--- src/rtl/se_selfcomp_monitor.sv ---
// Self-composition timing-leak monitor: pairs the accepted outputs of two SE copies.
// Define SE_VALUE_CHECK_EN to store results in the skew buffer and compare paired values.
module se_selfcomp_monitor #(
    parameter int WIDTH     = 128,
    parameter int DEPTH     = 4,
    parameter int CNT_W     = 16,
    parameter int TXN_LIMIT = 16,
    localparam int SW       = $clog2(DEPTH) + 1
) (
    input  logic             clock,
    input  logic             reset,
    input  logic             start,
    input  logic             io_out_ready,
    input  logic             io_out_validOne,
    input  logic [WIDTH-1:0] io_out_resultOne,
    input  logic             io_out_validTwo,
    input  logic [WIDTH-1:0] io_out_resultTwo,
    output logic             bothValid,
    output logic             timingLeak,
    output logic             timingLeakDone,
    output logic             overflow,
    output logic [CNT_W-1:0] leakCycle,
    output logic [SW-1:0]    maxSkew,
    output logic [CNT_W-1:0] txnCount,
    output logic             valueMismatch
);

    typedef enum logic [1:0] {IDLE, RUN, DONE} state_e;

    state_e           state_q, state_d;
    logic [CNT_W-1:0] cyc_q, cyc_d;
    logic [CNT_W-1:0] txn_q, txn_d, txn_inc;
    logic [CNT_W-1:0] lcyc_q, lcyc_d;
    logic [SW-1:0]    max_q, max_d;
    logic [SW-1:0]    skew_q, skew_d;
    logic             leak_q, leak_d;
    logic             ovf_q, ovf_d;
    logic             lead_q, lead_d;
    logic             fire1, fire2, lead_fire, lag_fire;
    logic             push, pop, pair;

    assign fire1     = io_out_validOne & io_out_ready;
    assign fire2     = io_out_validTwo & io_out_ready;
    // lead_q = 1 means copy one is ahead and owns the buffered entries
    assign lead_fire = lead_q ? fire1 : fire2;
    assign lag_fire  = lead_q ? fire2 : fire1;
    assign txn_inc   = txn_q + 1'b1;

    always_comb begin
        state_d = state_q;
        cyc_d   = cyc_q;
        txn_d   = txn_q;
        lcyc_d  = lcyc_q;
        max_d   = max_q;
        skew_d  = skew_q;
        leak_d  = leak_q;
        ovf_d   = ovf_q;
        lead_d  = lead_q;
        push    = 1'b0;
        pop     = 1'b0;
        pair    = 1'b0;
        if (start) begin
            state_d = RUN;
            cyc_d   = '0;
            txn_d   = '0;
            lcyc_d  = '0;
            max_d   = '0;
            skew_d  = '0;
            leak_d  = 1'b0;
            ovf_d   = 1'b0;
            lead_d  = 1'b0;
        end else if (state_q == RUN) begin
            if (cyc_q != '1) cyc_d = cyc_q + 1'b1;
            if ((fire1 != fire2) && !leak_q) begin
                leak_d = 1'b1;
                lcyc_d = cyc_q;
            end
            if (skew_q == '0) begin
                if (fire1 && fire2) begin
                    pair = 1'b1;
                end else if (fire1 || fire2) begin
                    push   = 1'b1;
                    lead_d = fire1;
                    skew_d = SW'(1);
                end
            end else if (lead_fire && lag_fire) begin
                push = 1'b1;
                pop  = 1'b1;
                pair = 1'b1;
            end else if (lead_fire) begin
                if (skew_q == SW'(DEPTH)) begin
                    ovf_d   = 1'b1;
                    state_d = DONE;
                end else begin
                    push   = 1'b1;
                    skew_d = skew_q + 1'b1;
                end
            end else if (lag_fire) begin
                pop    = 1'b1;
                pair   = 1'b1;
                skew_d = skew_q - 1'b1;
            end
            if (skew_d > max_q) max_d = skew_d;
            if (pair) begin
                txn_d = txn_inc;
                if (txn_inc == CNT_W'(TXN_LIMIT)) state_d = DONE;
            end
        end
    end

    always_ff @(posedge clock or posedge reset) begin
        if (reset) begin
            state_q <= IDLE;
            cyc_q   <= '0;
            txn_q   <= '0;
            lcyc_q  <= '0;
            max_q   <= '0;
            skew_q  <= '0;
            leak_q  <= 1'b0;
            ovf_q   <= 1'b0;
            lead_q  <= 1'b0;
        end else begin
            state_q <= state_d;
            cyc_q   <= cyc_d;
            txn_q   <= txn_d;
            lcyc_q  <= lcyc_d;
            max_q   <= max_d;
            skew_q  <= skew_d;
            leak_q  <= leak_d;
            ovf_q   <= ovf_d;
            lead_q  <= lead_d;
        end
    end

`ifdef SE_VALUE_CHECK_EN
    localparam int AW = $clog2(DEPTH);

    logic [WIDTH-1:0] mem_q [DEPTH];
    logic [AW-1:0]    wr_q, wr_d, rd_q, rd_d;
    logic             vmis_q, vmis_d;
    logic [WIDTH-1:0] head, lead_res, lag_res, push_data;

    assign head      = mem_q[rd_q];
    assign lead_res  = lead_q ? io_out_resultOne : io_out_resultTwo;
    assign lag_res   = lead_q ? io_out_resultTwo : io_out_resultOne;
    assign push_data = (skew_q == '0)
                     ? (fire1 ? io_out_resultOne : io_out_resultTwo)
                     : lead_res;

    always_comb begin
        wr_d   = wr_q;
        rd_d   = rd_q;
        vmis_d = vmis_q;
        if (start) begin
            wr_d   = '0;
            rd_d   = '0;
            vmis_d = 1'b0;
        end else begin
            if (push) wr_d = wr_q + 1'b1;
            if (pop)  rd_d = rd_q + 1'b1;
            if (pair) begin
                if (skew_q == '0) begin
                    if (io_out_resultOne != io_out_resultTwo) vmis_d = 1'b1;
                end else if (head != lag_res) begin
                    vmis_d = 1'b1;
                end
            end
        end
    end

    always_ff @(posedge clock or posedge reset) begin
        if (reset) begin
            wr_q   <= '0;
            rd_q   <= '0;
            vmis_q <= 1'b0;
        end else begin
            wr_q   <= wr_d;
            rd_q   <= rd_d;
            vmis_q <= vmis_d;
        end
    end

    // Data storage needs no reset; occupancy is tracked by the pointers and skew_q
    always_ff @(posedge clock) begin
        if (push) mem_q[wr_q] <= push_data;
    end

    assign valueMismatch = vmis_q;
`else
    logic unused_data;
    assign unused_data   = ^{io_out_resultOne, io_out_resultTwo, push, pop};
    assign valueMismatch = 1'b0;
`endif

    assign bothValid      = io_out_validOne & io_out_validTwo;
    assign timingLeak     = leak_q;
    assign timingLeakDone = (state_q == DONE);
    assign overflow       = ovf_q;
    assign leakCycle      = lcyc_q;
    assign maxSkew        = max_q;
    assign txnCount       = txn_q;

endmodule

--- config.mk ---
export PLATFORM = sky130hd
export DESIGN_NAME = se_selfcomp_monitor
export DESIGN_NICKNAME = d
export VERILOG_FILES = /design/src/rtl/se_selfcomp_monitor.sv
export SDC_FILE = /design/constraint.sdc
export NUM_CORES = 1
export LEC_CHECK = 0
export BUFFER_PORTS_ARGS = -buffer_cell sky130_fd_sc_hd__buf_2
export CELL_PAD_IN_SITES_DETAIL_PLACEMENT = 0
export CELL_PAD_IN_SITES_GLOBAL_PLACEMENT = 1
export CORE_MARGIN = 2
export CORE_UTILIZATION = 25
export DETAILED_ROUTE_END_ITERATION = 6
export GPL_ROUTABILITY_DRIVEN = 1
export GPL_TIMING_DRIVEN = 0
export PLACE_DENSITY = 0.85
export SLEW_MARGIN = 30
export SYNTH_ARGS = -nofsm -noshare
export SYNTH_HDL_FRONTEND = slang
export SYNTH_SLANG_ARGS = --single-unit
export TNS_END_PERCENT = 10
--- constraint.sdc ---
create_clock -name clock -period 3.3 [get_ports clock]
set_input_delay 0.165 -clock clock [delete_from_list [all_inputs] [get_ports clock]]
set_output_delay 0.165 -clock clock [all_outputs]
set_load 0.05 [all_outputs]
* Word level (Yosys, flattened, before mapping)
Cells that the tools add are included.
** Storage, ports and cells
- Flip-flop bits (word level) :: 59
- Input port bits :: 262
- Output and inout bits :: 40
- Logic and storage cells :: 101
** Operators by class
- Add/subtract/negate cells :: 4
- Order comparisons :: 1
- Equal/unequal tests :: 9
- Muxes and demuxes :: 54
- Bitwise gates (word level) :: 3
- Reduce and logical (&&, ||, !) cells :: 21
** Operators with widths (count)
- 16-bit two-way mux :: 9
- 3-bit two-way mux :: 14
- 16-bit by 1-bit adder with 16-bit output, second input constant :: 2
- 1-bit two-way mux :: 23
- 2-bit nonzero test :: 9
- 16-bit by 5-bit == test with 1-bit output, second input constant :: 1
- 2-bit two-way mux :: 8
- 16-bit != test, second input constant :: 1
- 2-bit AND reduction :: 4
- 2-bit != test, second input constant :: 3
- 5-bit AND reduction :: 1
- 4-bit AND reduction :: 1
- 3-bit by 1-bit adder with 3-bit output, second input constant :: 1
- 1-bit bitwise AND :: 3
- 3-bit == test, second input constant :: 1
- 3-bit > comparator :: 1
- 1-bit logical AND :: 3
- 3-bit zero test :: 1
- 3-bit by 1-bit subtractor with 3-bit output, second input constant :: 1
- 2-bit by 1-bit == test with 1-bit output, second input constant :: 1
- 2-bit == test, second input constant :: 1
- 1-bit zero test :: 1
- 1-bit logical OR :: 1
- 1-bit != test :: 1

* Logic depth before layout (Yosys ltp)
- Depth after elaboration :: 12
- Mapped depth :: 12

* Worst setup path after synthesis
No wires, ideal clock.
- Kind :: flip-flop to flip-flop
- Start point :: reg skew_q[0]
- End point :: reg max_q[1] (netlist: maxSkew[1])
- Setup time :: 132 ps
- Arrival :: 2691 ps
- Required time :: 3168 ps
- Path slack :: 477 ps
- Stages on the path, launching flop included :: 11
- Cells stage by stage :: dfrtp_1 inv_1 ha_1 xor2_1 or4b_1 a31oi_1 ha_1 and3_1 a211oi_1 mux2i_1 nor2_1
** Between the ends
- Longest elaborated chain between the ends :: 10
- Elaborated cells between the ends (all ways) :: 19
- Those cells by class :: 2 x add/sub; 1 x order compare; 1 x eq/ne; 12 x mux; 3 x reduce/logical
** Ends and longest elaborated chain
- from (decl) :: RTL line 35 : logic [SW-1:0] skew_q, skew_d;
- from (signal assigned) :: RTL line 128 : skew_q <= skew_d;
- 3-bit by 1-bit subtractor with 3-bit output (tied with other cells) :: RTL line 101 : skew_d = skew_q - 1'b1;
- 3-bit two-way mux, on equally long branches :: RTL line 98, 91
- 3-bit two-way mux :: RTL line 90 : end else if (lead_fire) begin
- 3-bit two-way mux :: RTL line 86 : end else if (lead_fire && lag_fire) begin
- 3-bit two-way mux * :: RTL line 78 : if (skew_q == '0) begin
- 3-bit two-way mux * :: RTL line 72 : end else if (state_q == RUN) begin
- 3-bit two-way mux * :: RTL line 62 : if (start) begin
- 3-bit > comparator / 3-bit two-way mux (equally long branches) :: RTL line 103 : if (skew_d > max_q) max_d = skew_d;
- 2-bit nonzero test (no line) / 3-bit two-way mux (equally long branches)
- 2-bit AND reduction (no line) / 3-bit two-way mux (equally long branches)
- to (signal assigned) :: RTL line 127 : max_q <= max_d;
- to (decl) :: RTL line 34 : logic [SW-1:0] max_q, max_d;
Every way passes the cells marked *; elsewhere a longest branch is shown, timed or not. The select of a mux whose other input is x is not followed.
A chain may end at the register's enable or synchronous reset.

* Worst setup path after layout
- Start point :: reg skew_q[1]
- End point :: reg max_q[1] (netlist: maxSkew[1])
Same word-level chain as after synthesis.

==> metrics.md <==
| Metric | Value |
|---|---|
| Status | completed |
| FFs w/ async S/R, synth | 100% |
| Final setup fails | 0 |
| Clk Latency, worst-skew pair | 0.33 ns |
| WP data required | 3.50 ns |
| Period utilization | 93.6% |
| Critical path data arrival time | 3.29 ns |
| Rows | 43 |
| F_max | 324 MHz |
| WL/cell | 14.5 µm |
| Cells after Synth | 392 |
| Critical path's slowest cell | or4b_1 |
| Non-filler cells, final | 633 |
| Starting Density | 25.3% |
| Clock Sinks | 59 |
| Worst-Margin Slew | 0.727 ns |
| Drc violations | 0 |
| Critical path class | reg2reg |
| Max-cap viol count | 0 |
| Vias | 3129 |
| Clock buffer depth | 2 |
| Slowest stage delay, CP | 0.49 ns |
| CP Launch Type | register |
| CTS tree | built |
| Leakage power | 1.76 nW |
| Worst Hold Class | in2async |
| H-tree Lvls | 3 |
| EDFF count, synth | 0 |
| Setup TNS | 0 ns |
| VDD IR max | 0.264 mV |
| Syn_nets | 663 |
| Synth Register Bits | 59 |
| Post-synth top area share | 42.6% |
| ANT nets after route | 0 |
| Diodes inserted | 0 |
| Largest net degree at the start of global routing | 53 |
| Initial antenna violation count | 0 |
| Gpl congestion | 0.835 |
| Routed WL | 9160 µm |
| # IOs | 302 |
| Final hold vios | 0 |
| 1st-iter DRT viols | 206 |
| Synthesized cell area | 3460 µm² |
| Final Worst Setup Slack | 0.211 ns |
| Drt pass-1 iters | 4 |
| Die width | 122 µm |
| Total CTS buffers | 9 |
| Worst Skew | 0.00641 ns |
| Clk pin slew, worst setup/hold paths | 0.06 ns |
| Cell breakdown of the critical path | inv_1 -> ha_1 -> xor2_1 -> or4b_1 -> a31oi_1 -> ha_1 -> and3_1 -> a211oi_2 -> mux2i_1 -> nor2_1 |
| Die height | 122 µm |
| Ys Warns | 0 |
| Most area-hungry cell type in the Yosys netlist | dfrtp_1 |
| RSZ-0062 raised after global routing | yes |
| Syn avg cell area | 8.84 µm² |
| DP Cell Count | 616 |
| Critical Path Fanout Max | 5 |
| Grt ovf | 0 |
| Top cells by area, synth | dfrtp_1, xnor2_1, nand2_1, a21oi_1, nor2_1 |
| Dominant synthesized flop cell | dfrtp_1 |
| First-pass GRT wire length | 15100 µm |
| Layout cells sized above 1 | 17.2% |
| PD cells | 478 nW/µm² |
| Final Slew Violations | 0 |
| Post-CTS Setup Inserts | 0 |
| Core ar. | 13700 µm² |
| Post-layout util | 31.0% |
| Post-synth cell types | 64 |
| Area Overhead vs Synth | 22.7% |
| Pre-CTS WS | 0.0698 ns |
| IO Port Bufs | 43 |
| Post-DP HPWL | 6730 µm |
| Die area | 14800 µm² |
| Tot Pwr | 0.00203 W |
| All-Layer GR Usage | 12.9% |
| Vias/cell | 4.94 |
| Layout net count | 719 |
| CP most frequent cell | ha_1 |
| CTS Root Cell | clkbuf_16 |
| Register area share after synthesis | 42.6% |
| Slew Limit Headroom | 51.4% |
| Tmin final | 3.09 ns |
| Number of global-route vias before repair | 3025 |
| Critical Path End Type | register |
| R2R setup slack | 0.21 ns |
## cell type report
cell class | count | area, µm²
fillers | 1440 | 9470
inverters | 12 | 47.5
clock buffers | 9 | 225
flip-flops and latches | 59 | 1480
repair buffers | 45 | 253
multi-input cells | 296 | 1840
clock inverters | 7 | 76.3
plain buffers | 25 | 111
well taps | 180 | 225
## metal layers
metal / share of wire [%] / track usage, %
met5: 0 / 0
met3: 4.0 / 3.00
met4: 1.6 / 4.38
met2: 46 / 20.1
met1: 48 / 17.5
## registers in the layout, summed over array words and instances (netlist names)
signal,count
txnCount,16
overflow,1
timingLeak,1
maxSkew,3
skew_q,3
cyc_q,16
leakCycle,16
lead_q,1
state_q,2
## kinds of logic after synthesis
logic type / count (synthesis) / share of synthesized area [%]
AO/OA/AOI/OAI: 76 / 15.1
multiplexers: 4 / 1.23
adder cells (fa/ha/maj): 9 / 3.25
other: 1 / 0.108
XOR/XNOR: 33 / 8.34
AND/OR/NAND/NOR: 173 / 24.8
buffers and inverters: 37 / 4.51
flip-flops: 59 / 42.6
## timing repair
| item | in CTS | in global routing |
|---|---|---|
| hold buffers | 1 | 0 |
| gates resized for setup | 0 | 1 |
| hold endpoints to repair | 54 | 0 |
| endpoints found under the setup margin | 0 | 3 |
## stage by stage
stage	hold WS (ns)	cell area [µm²]
floorplan	0.502	3460
global placement	0.514	3910
detailed placement	0.0723	3940
CTS	0.274	4250
global route	0.299	4250
finish	0.279	4250
## power by group
group | switching [W] | leakage (nW) | internal (W)
Sequential | 0.0000258 | 0.812 | 0.000747
Combinational | 0.000221 | 0.809 | 0.000104
Clock | 0.000348 | 0.142 | 0.000589
## cell usage after synthesis, types with 3 or more instances
cell type   n
a211oi_1    6
dfrtp_1    59
inv_1      12
and4_1      3
a2111oi_0   3
nor4b_1     3
clkbuf_1   18
xnor2_1    32
nor3_1      6
nor2_1     40
ha_1        9
and3_1      6
nor4_1      9
a21oi_1    31
nand4_1     9
o21ai_0     6
nor2b_1     6
nand3_1     9
nand3b_1    3
nand2_1    60
nand2b_1    4
## worst max-delay path: cells and delay by family (launching register included)
kind                       cells  cell delay, ns
xor gates and xnor gates       1            0.18
AOI/OAI and AO/OA              2            0.73
adders and majority gates      2            0.60
muxes                          1            0.24
buffers and inverters          1            0.08
DFF                            1            0.42
and+or+nand+nor                3            0.70
## cells in the final DEF, fill, tap and decap left out, types with 3 or more instances in the layout
master | netlist | layout
buf_2 | 1 | 44
o21ai_0 | 6 | 6
nand2_1 | 60 | 60
nor4b_1 | 3 | 3
xnor2_1 | 32 | 32
and3_1 | 6 | 6
nor2_1 | 40 | 40
ha_1 | 9 | 9
a2111oi_0 | 3 | 3
nand4_1 | 9 | 9
a21oi_1 | 31 | 31
nand3b_1 | 3 | 3
and4_1 | 3 | 3
nand3_1 | 9 | 9
nor4_1 | 9 | 9
a211oi_1 | 6 | 5
nor3_1 | 6 | 6
clkbuf_1 | 18 | 18
inv_1 | 12 | 11
clkbuf_16 | 0 | 9
nor2b_1 | 6 | 6
nand2b_1 | 4 | 4
dfrtp_1 | 59 | 59
## path summary, 6_finish.rpt
kind,from,cells after the start,to
max in group asynchronous,reset,4,skew_q[2]
min in group clock,io_out_ready,5,overflow
max,skew_q[1],10,maxSkew[1]
min reg2reg,leakCycle[14],2,leakCycle[14]
min,reset,3,txnCount[2]
max reg2reg,skew_q[1],10,maxSkew[1]
(Power assumes the default switching activity.)
